===== config.mk =====
export PLATFORM = sky130hd
export DESIGN_NAME = uart_wb_master
export DESIGN_NICKNAME = d
export VERILOG_FILES = /design/src/rtl/uart_wb_master.sv
export SDC_FILE = /design/constraint.sdc
export NUM_CORES = 1
export LEC_CHECK = 0
export CORE_MARGIN = 2
export CORE_UTILIZATION = 40
export DETAILED_ROUTE_END_ITERATION = 8
export DONT_BUFFER_PORTS = 1
export PLACE_DENSITY_LB_ADDON = 0.25
export REMOVE_ABC_BUFFERS = 1
export SLEW_MARGIN = 25
export SYNTH_ARGS = -nofsm -noshare
export SYNTH_HDL_FRONTEND = slang
export SYNTH_SLANG_ARGS = --single-unit

===== constraint.sdc =====
create_clock -name wb_clk_i -period 2.46 [get_ports wb_clk_i]
set_input_delay 0.246 -clock wb_clk_i [delete_from_list [all_inputs] [get_ports wb_clk_i]]
set_output_delay 0.246 -clock wb_clk_i [all_outputs]
set_load 0.05 [all_outputs]

===== src/rtl/uart_wb_master.sv =====
// UART (8N1) to Wishbone classic bridge master: host commands become single 32-bit
// bus cycles, and the result is returned to the host as one or four bytes.
module uart_wb_master #(
    parameter int CLK_HZ  = 48000000,
    parameter int BAUD    = 115200,
    parameter int TIMEOUT = 255
) (
    input  logic        wb_clk_i,
    input  logic        rst_n,
    input  logic        uart_rx_i,
    output logic        uart_tx_o,
    output logic        wbm_cyc_o,
    output logic        wbm_stb_o,
    output logic        wbm_we_o,
    output logic [3:0]  wbm_sel_o,
    output logic [31:0] wbm_adr_o,
    output logic [31:0] wbm_dat_o,
    input  logic [31:0] wbm_dat_i,
    input  logic        wbm_ack_i,
    output logic        busy_o
);
    localparam int DIV = CLK_HZ / BAUD;
    localparam int CW  = $clog2(DIV + 1);
    localparam int TW  = $clog2(TIMEOUT + 1);
    localparam logic [CW-1:0] DIV_LAST  = CW'(DIV - 1);
    localparam logic [CW-1:0] HALF_LAST = CW'(DIV / 2 - 1);
    localparam logic [TW-1:0] TMO_LAST  = TW'(TIMEOUT - 1);

    typedef enum logic [1:0] {RX_IDLE, RX_START, RX_DATA, RX_STOP} rx_state_t;
    typedef enum logic [2:0] {C_IDLE, C_ADDR, C_DATA, C_BUS, C_RESP} cmd_state_t;

    rx_state_t      rx_state_q;
    logic           rx_meta_q, rx_sync_q, rx_prev_q;
    logic [CW-1:0]  rx_cnt_q;
    logic [2:0]     rx_bit_q;
    logic [7:0]     rx_shift_q;
    logic           rx_valid_q, rx_ferr_q;

    cmd_state_t     cmd_state_q;
    logic [1:0]     byte_cnt_q;
    logic           cmd_we_q;
    logic [TW-1:0]  tmo_q;
    logic [31:0]    resp_q;
    logic [2:0]     resp_left_q;
    logic [3:0]     tx_bit_q;
    logic [CW-1:0]  tx_cnt_q;
    logic           tx_q, busy_q, cyc_q, we_q;
    logic [31:0]    adr_q, dat_q;
    logic [7:0]     tx_byte;

    assign tx_byte   = resp_q[31:24];
    assign uart_tx_o = tx_q;
    assign wbm_cyc_o = cyc_q;
    assign wbm_stb_o = cyc_q;
    assign wbm_we_o  = we_q;
    assign wbm_sel_o = {4{cyc_q}};
    assign wbm_adr_o = adr_q;
    assign wbm_dat_o = dat_q;
    assign busy_o    = busy_q;

    // Receiver: rx_valid_q / rx_ferr_q pulse on the edge that samples the stop bit.
    always_ff @(posedge wb_clk_i or negedge rst_n) begin
        if (!rst_n) begin
            rx_state_q <= RX_IDLE;
            rx_meta_q  <= 1'b1;
            rx_sync_q  <= 1'b1;
            rx_prev_q  <= 1'b1;
            rx_cnt_q   <= '0;
            rx_bit_q   <= '0;
            rx_shift_q <= '0;
            rx_valid_q <= 1'b0;
            rx_ferr_q  <= 1'b0;
        end else begin
            rx_meta_q  <= uart_rx_i;
            rx_sync_q  <= rx_meta_q;
            rx_prev_q  <= rx_sync_q;
            rx_valid_q <= 1'b0;
            rx_ferr_q  <= 1'b0;
            case (rx_state_q)
                RX_IDLE: if (rx_prev_q && !rx_sync_q) begin
                    rx_state_q <= RX_START;
                    rx_cnt_q   <= '0;
                end
                RX_START: if (rx_cnt_q == HALF_LAST) begin
                    rx_cnt_q   <= '0;
                    rx_bit_q   <= '0;
                    rx_state_q <= rx_sync_q ? RX_IDLE : RX_DATA;
                end else begin
                    rx_cnt_q <= rx_cnt_q + CW'(1);
                end
                RX_DATA: if (rx_cnt_q == DIV_LAST) begin
                    rx_cnt_q   <= '0;
                    rx_shift_q <= {rx_sync_q, rx_shift_q[7:1]};
                    rx_bit_q   <= rx_bit_q + 3'd1;
                    if (rx_bit_q == 3'd7) rx_state_q <= RX_STOP;
                end else begin
                    rx_cnt_q <= rx_cnt_q + CW'(1);
                end
                RX_STOP: if (rx_cnt_q == DIV_LAST) begin
                    rx_valid_q <= rx_sync_q;
                    rx_ferr_q  <= !rx_sync_q;
                    rx_state_q <= RX_IDLE;
                end else begin
                    rx_cnt_q <= rx_cnt_q + CW'(1);
                end
                default: rx_state_q <= RX_IDLE;
            endcase
        end
    end

    // Command sequencer, bus master and response transmitter share one FSM.
    always_ff @(posedge wb_clk_i or negedge rst_n) begin
        if (!rst_n) begin
            cmd_state_q <= C_IDLE;
            byte_cnt_q  <= '0;
            cmd_we_q    <= 1'b0;
            tmo_q       <= '0;
            resp_q      <= '0;
            resp_left_q <= '0;
            tx_bit_q    <= '0;
            tx_cnt_q    <= '0;
            tx_q        <= 1'b1;
            busy_q      <= 1'b0;
            cyc_q       <= 1'b0;
            we_q        <= 1'b0;
            adr_q       <= '0;
            dat_q       <= '0;
        end else begin
            case (cmd_state_q)
                C_IDLE: if (rx_valid_q) begin
                    busy_q     <= 1'b1;
                    byte_cnt_q <= '0;
                    cmd_we_q   <= (rx_shift_q == 8'h57);
                    if (rx_shift_q == 8'h57 || rx_shift_q == 8'h52) begin
                        cmd_state_q <= C_ADDR;
                    end else begin
                        resp_q      <= {8'h15, 24'h0};
                        resp_left_q <= 3'd1;
                        tx_q        <= 1'b0;
                        tx_bit_q    <= '0;
                        tx_cnt_q    <= '0;
                        cmd_state_q <= C_RESP;
                    end
                end
                C_ADDR, C_DATA: if (rx_ferr_q) begin
                    busy_q      <= 1'b0;
                    cmd_state_q <= C_IDLE;
                end else if (rx_valid_q) begin
                    byte_cnt_q <= byte_cnt_q + 2'd1;
                    if (cmd_state_q == C_ADDR) adr_q <= {adr_q[23:0], rx_shift_q};
                    else                       dat_q <= {dat_q[23:0], rx_shift_q};
                    if (byte_cnt_q == 2'd3) begin
                        if (cmd_state_q == C_ADDR && cmd_we_q) begin
                            cmd_state_q <= C_DATA;
                        end else begin
                            cyc_q       <= 1'b1;
                            we_q        <= cmd_we_q;
                            tmo_q       <= '0;
                            cmd_state_q <= C_BUS;
                        end
                    end
                end
                C_BUS: if (wbm_ack_i || tmo_q == TMO_LAST) begin
                    // Ack is tested first so an ack on the expiry edge still succeeds.
                    cyc_q       <= 1'b0;
                    we_q        <= 1'b0;
                    resp_q      <= !wbm_ack_i ? {8'h15, 24'h0} :
                                   cmd_we_q   ? {8'h06, 24'h0} : wbm_dat_i;
                    resp_left_q <= (wbm_ack_i && !cmd_we_q) ? 3'd4 : 3'd1;
                    tx_q        <= 1'b0;
                    tx_bit_q    <= '0;
                    tx_cnt_q    <= '0;
                    cmd_state_q <= C_RESP;
                end else begin
                    tmo_q <= tmo_q + TW'(1);
                end
                C_RESP: if (tx_cnt_q == DIV_LAST) begin
                    tx_cnt_q <= '0;
                    if (tx_bit_q == 4'd9) begin
                        if (resp_left_q == 3'd1) begin
                            busy_q      <= 1'b0;
                            cmd_state_q <= C_IDLE;
                        end else begin
                            resp_left_q <= resp_left_q - 3'd1;
                            resp_q      <= {resp_q[23:0], 8'h00};
                            tx_bit_q    <= '0;
                            tx_q        <= 1'b0;
                        end
                    end else begin
                        tx_bit_q <= tx_bit_q + 4'd1;
                        tx_q     <= (tx_bit_q == 4'd8) ? 1'b1 : tx_byte[tx_bit_q[2:0]];
                    end
                end else begin
                    tx_cnt_q <= tx_cnt_q + CW'(1);
                end
                default: cmd_state_q <= C_IDLE;
            endcase
        end
    end
endmodule


==> results.yml <==
place:
  dp_hpwl_um: 10300
  place_ws_ns: 0.134
  placed_cells: 817
  routabilityCongestion: 0.776
  dpl_cell_area_mm2: 0.00759
  port-buffer-count: 0
global_route:
  grt_antenna_before_repair: 0
  gr-usage-all-layers_pct: 16.2
  grt_pass1_vias: 4784
  grt_max_degree: 158
  grt_pass1_wl_um: 25400
  gr-total-overflow: 0
clocking:
  h-tree-depth: 4
  clockBufferDepth: 2
  clk_latency_ns: 0.42
  cts_hold_repair.buffers: 9
  cts_root_buffer: "clkbuf_16"
  cts_tree: "yes"
  clk_pin_slew_ns: 0.07
  post_cts_buffers: 0
  cts.sinks: 157
  cts_buffers: 17
outcome:
  violations: "negative hold slack"
  outcome: "complete, but fails checks"
floorplan:
  die_h_um: 139
  placementRows: 49
  die_area_mm2: 0.0193
  start_util_pct: 40.6
  core-area_mm2: 0.0179
  ioPinCount: 109
  die_w_um: 139
critical_path:
  cp_data_arrival_time_ns: 2.62
  critical_path.slowest_cell: "nor2_4"
  path_class: "flip-flop to flip-flop"
  path_cells: "and4bb_2 > a311oi_2 > o311ai_2 > nor2_4 > mux2_2"
  cp-start-kind: "flip-flop"
  end_kind: "flip-flop"
  crit_required_ns: 2.76
  max_stage_delay_ns: 0.59
  critPathMaxFanout: 25
  r2r_slack_ns: 0.14
finish:
  area_growth_syn_to_layout_pct: 13.4
  drive_above_1_share_pct: 28.8
  final_util_pct: 46.0
  final_nets: 664
  diodes: 0
  fin_cells: 858
  nFillCells: 1625
  fin_area_mm2: 0.00824
drt:
  wl_um: 15000
  drtIter0Drc: 292
  route.vias.total: 4743
  wl_per_cell_um: 17.5
  dr.pass1.iters: 4
  avgViaCountPerCell: 5.53
  drc: 0
  ant_nets: 0
pwr:
  vdd_drop_max_v: 0.000442
  power.leakage_nw: 3.85
  powerDensity_mw_per_mm2: 654
  power_mw: 5.39
logic_synthesis:
  synth-edff-count: 0
  synth_top_area_share_pct: 52.7
  avgSynthCellArea_um2: 12.2
  ys.warnings.count: 0
  yosysMostFrequentCell: "dfrtp_1"
  synthArstFlopShare_pct: 100
  seq_area_frac_synth_pct: 54.1
  synth-main-ff-cell: "dfrtp_1"
  yosysTopAreaCell: "dfrtp_1"
  yosys-top-cells-count: "153 x dfrtp_1, 97 x mux2_2, 46 x o21ai_0, 36 x a22o_1, 33 x nand2_1"
  netlist_instances: 594
  synth_area_leaders: "dfrtp_1 53%, mux2_2 15%, a22o_1 4.3%"
  synthesis.area_mm2: 0.00727
  synthDistinctLibCells: 65
  ys_seq_elements: 157
timing:
  clock_skew_ns: 0.0115
  min_period_ns: 2.32
  tns_ns: 0
  fin_crit_sh_pct: 94.5
  hold_viol: 157
  maxSlewViolCount: 0
  rsz0062_at_grt: "false"
  setup_violations: 0
  holdWs_ns: -0.484
  max_freq_mhz: 430
  worst_slack_ns: 0.136
  slew_headroom_pct: 46.1
  worst_slew_pin_slew_ns: 0.815
job:
  maxCapViolations: 0
min_path:
  min_path_type: "input pin to asynchronous set/reset pin"
-- cell families after synthesis --
group           count (synthesis)  synth area share [%]
compound gates                142                  14.0
xor+xnor                        5                 0.603
fa+ha+maj                      15                  2.48
buf+inv                        44                  3.25
flops                         157                  54.1
mux                           101                  15.9
simple gates                  130                  9.62
-- routing by layer --
layer / wire length [um] / vias to the layer above / track usage (%)
met1: 6770 / 2413 / 21.2
met4: 156 / 0 / 4.89
met3: 605 / 14 / 4.94
li1: - / 2238 / -
met5: 0 / - / 0
met2: 7520 / 78 / 26.1
-- layout make-up --
class / instances / area (um2) / share of cell area [%]
flip-flops and latches: 157 / 3940 / 47.7
multi-input cells: 393 / 3120 / 37.9
clock buffers: 20 / 447 / 5.42
repair buffers: 33 / 295 / 3.58
well taps: 229 / 287 / 3.48
clock inverters: 12 / 103 / 1.24
inverters: 14 / 52.6 / 0.638
-- state kept, by name, summed over array words and instances (netlist names), 4 cells and up, named ones only --
signal / cells
wbm_adr_o: 32
rx_shift_q: 8
tmo_q: 8
rx_cnt_q: 9
resp_q: 32
wbm_dat_o: 32
tx_cnt_q: 9
tx_bit_q: 4
-- placed cells by master (no fill, tap or decap), drive strengths merged, types with 6 or more instances in the layout --
| cell type | n |
|---|---|
| nand3 | 15 |
| inv | 20 |
| nand2 | 33 |
| a22o | 36 |
| or2 | 6 |
| nor2b | 10 |
| mux2 | 97 |
| dfrtp | 153 |
| o31ai | 7 |
| dlygate4sd3 | 9 |
| clkbuf | 20 |
| o21ai | 47 |
| nor2 | 28 |
| buf | 24 |
| ha | 12 |
| a21oi | 19 |
-- repair_timing --
action | in CTS | in global routing
hold endpoints to repair | 166 | 157
setup endpoints to repair | 0 | 24
gates resized for setup | 0 | 2
-- worst max-delay path, delay by kind of cell, from the launching register on --
kind,cells,cell delay (ns)
multiplexers,1,0.41
flip-flops,1,0.43
AO/OA/AOI/OAI,2,0.47
AND/OR/NAND/NOR,2,0.88
-- path summary, 6_finish.rpt --
path,from,to,depth (start not counted)
hold reg to reg,rx_meta_q,rx_sync_q,0
setup / recovery,rx_shift_q[5],resp_q[29],5
max in group asynchronous,rst_n,uart_tx_o,0
min in group wb_clk_i,wbm_ack_i,tmo_q[4],3
hold / removal,rst_n,wbm_adr_o[30],0
setup reg to reg,rx_shift_q[5],resp_q[29],5
-- power breakdown --
group | leakage (nW) | internal (mW) | switching [mW] | total [mW]
registers | 2.09 | 2.65 | 0.0871 | 2.74
logic | 1.51 | 0.118 | 0.0798 | 0.198
clock network | 0.257 | 1.34 | 1.11 | 2.45
total | 3.85 | 4.12 | 1.27 | 5.39
No activity file was read; power rests on OpenSTA's default activity.
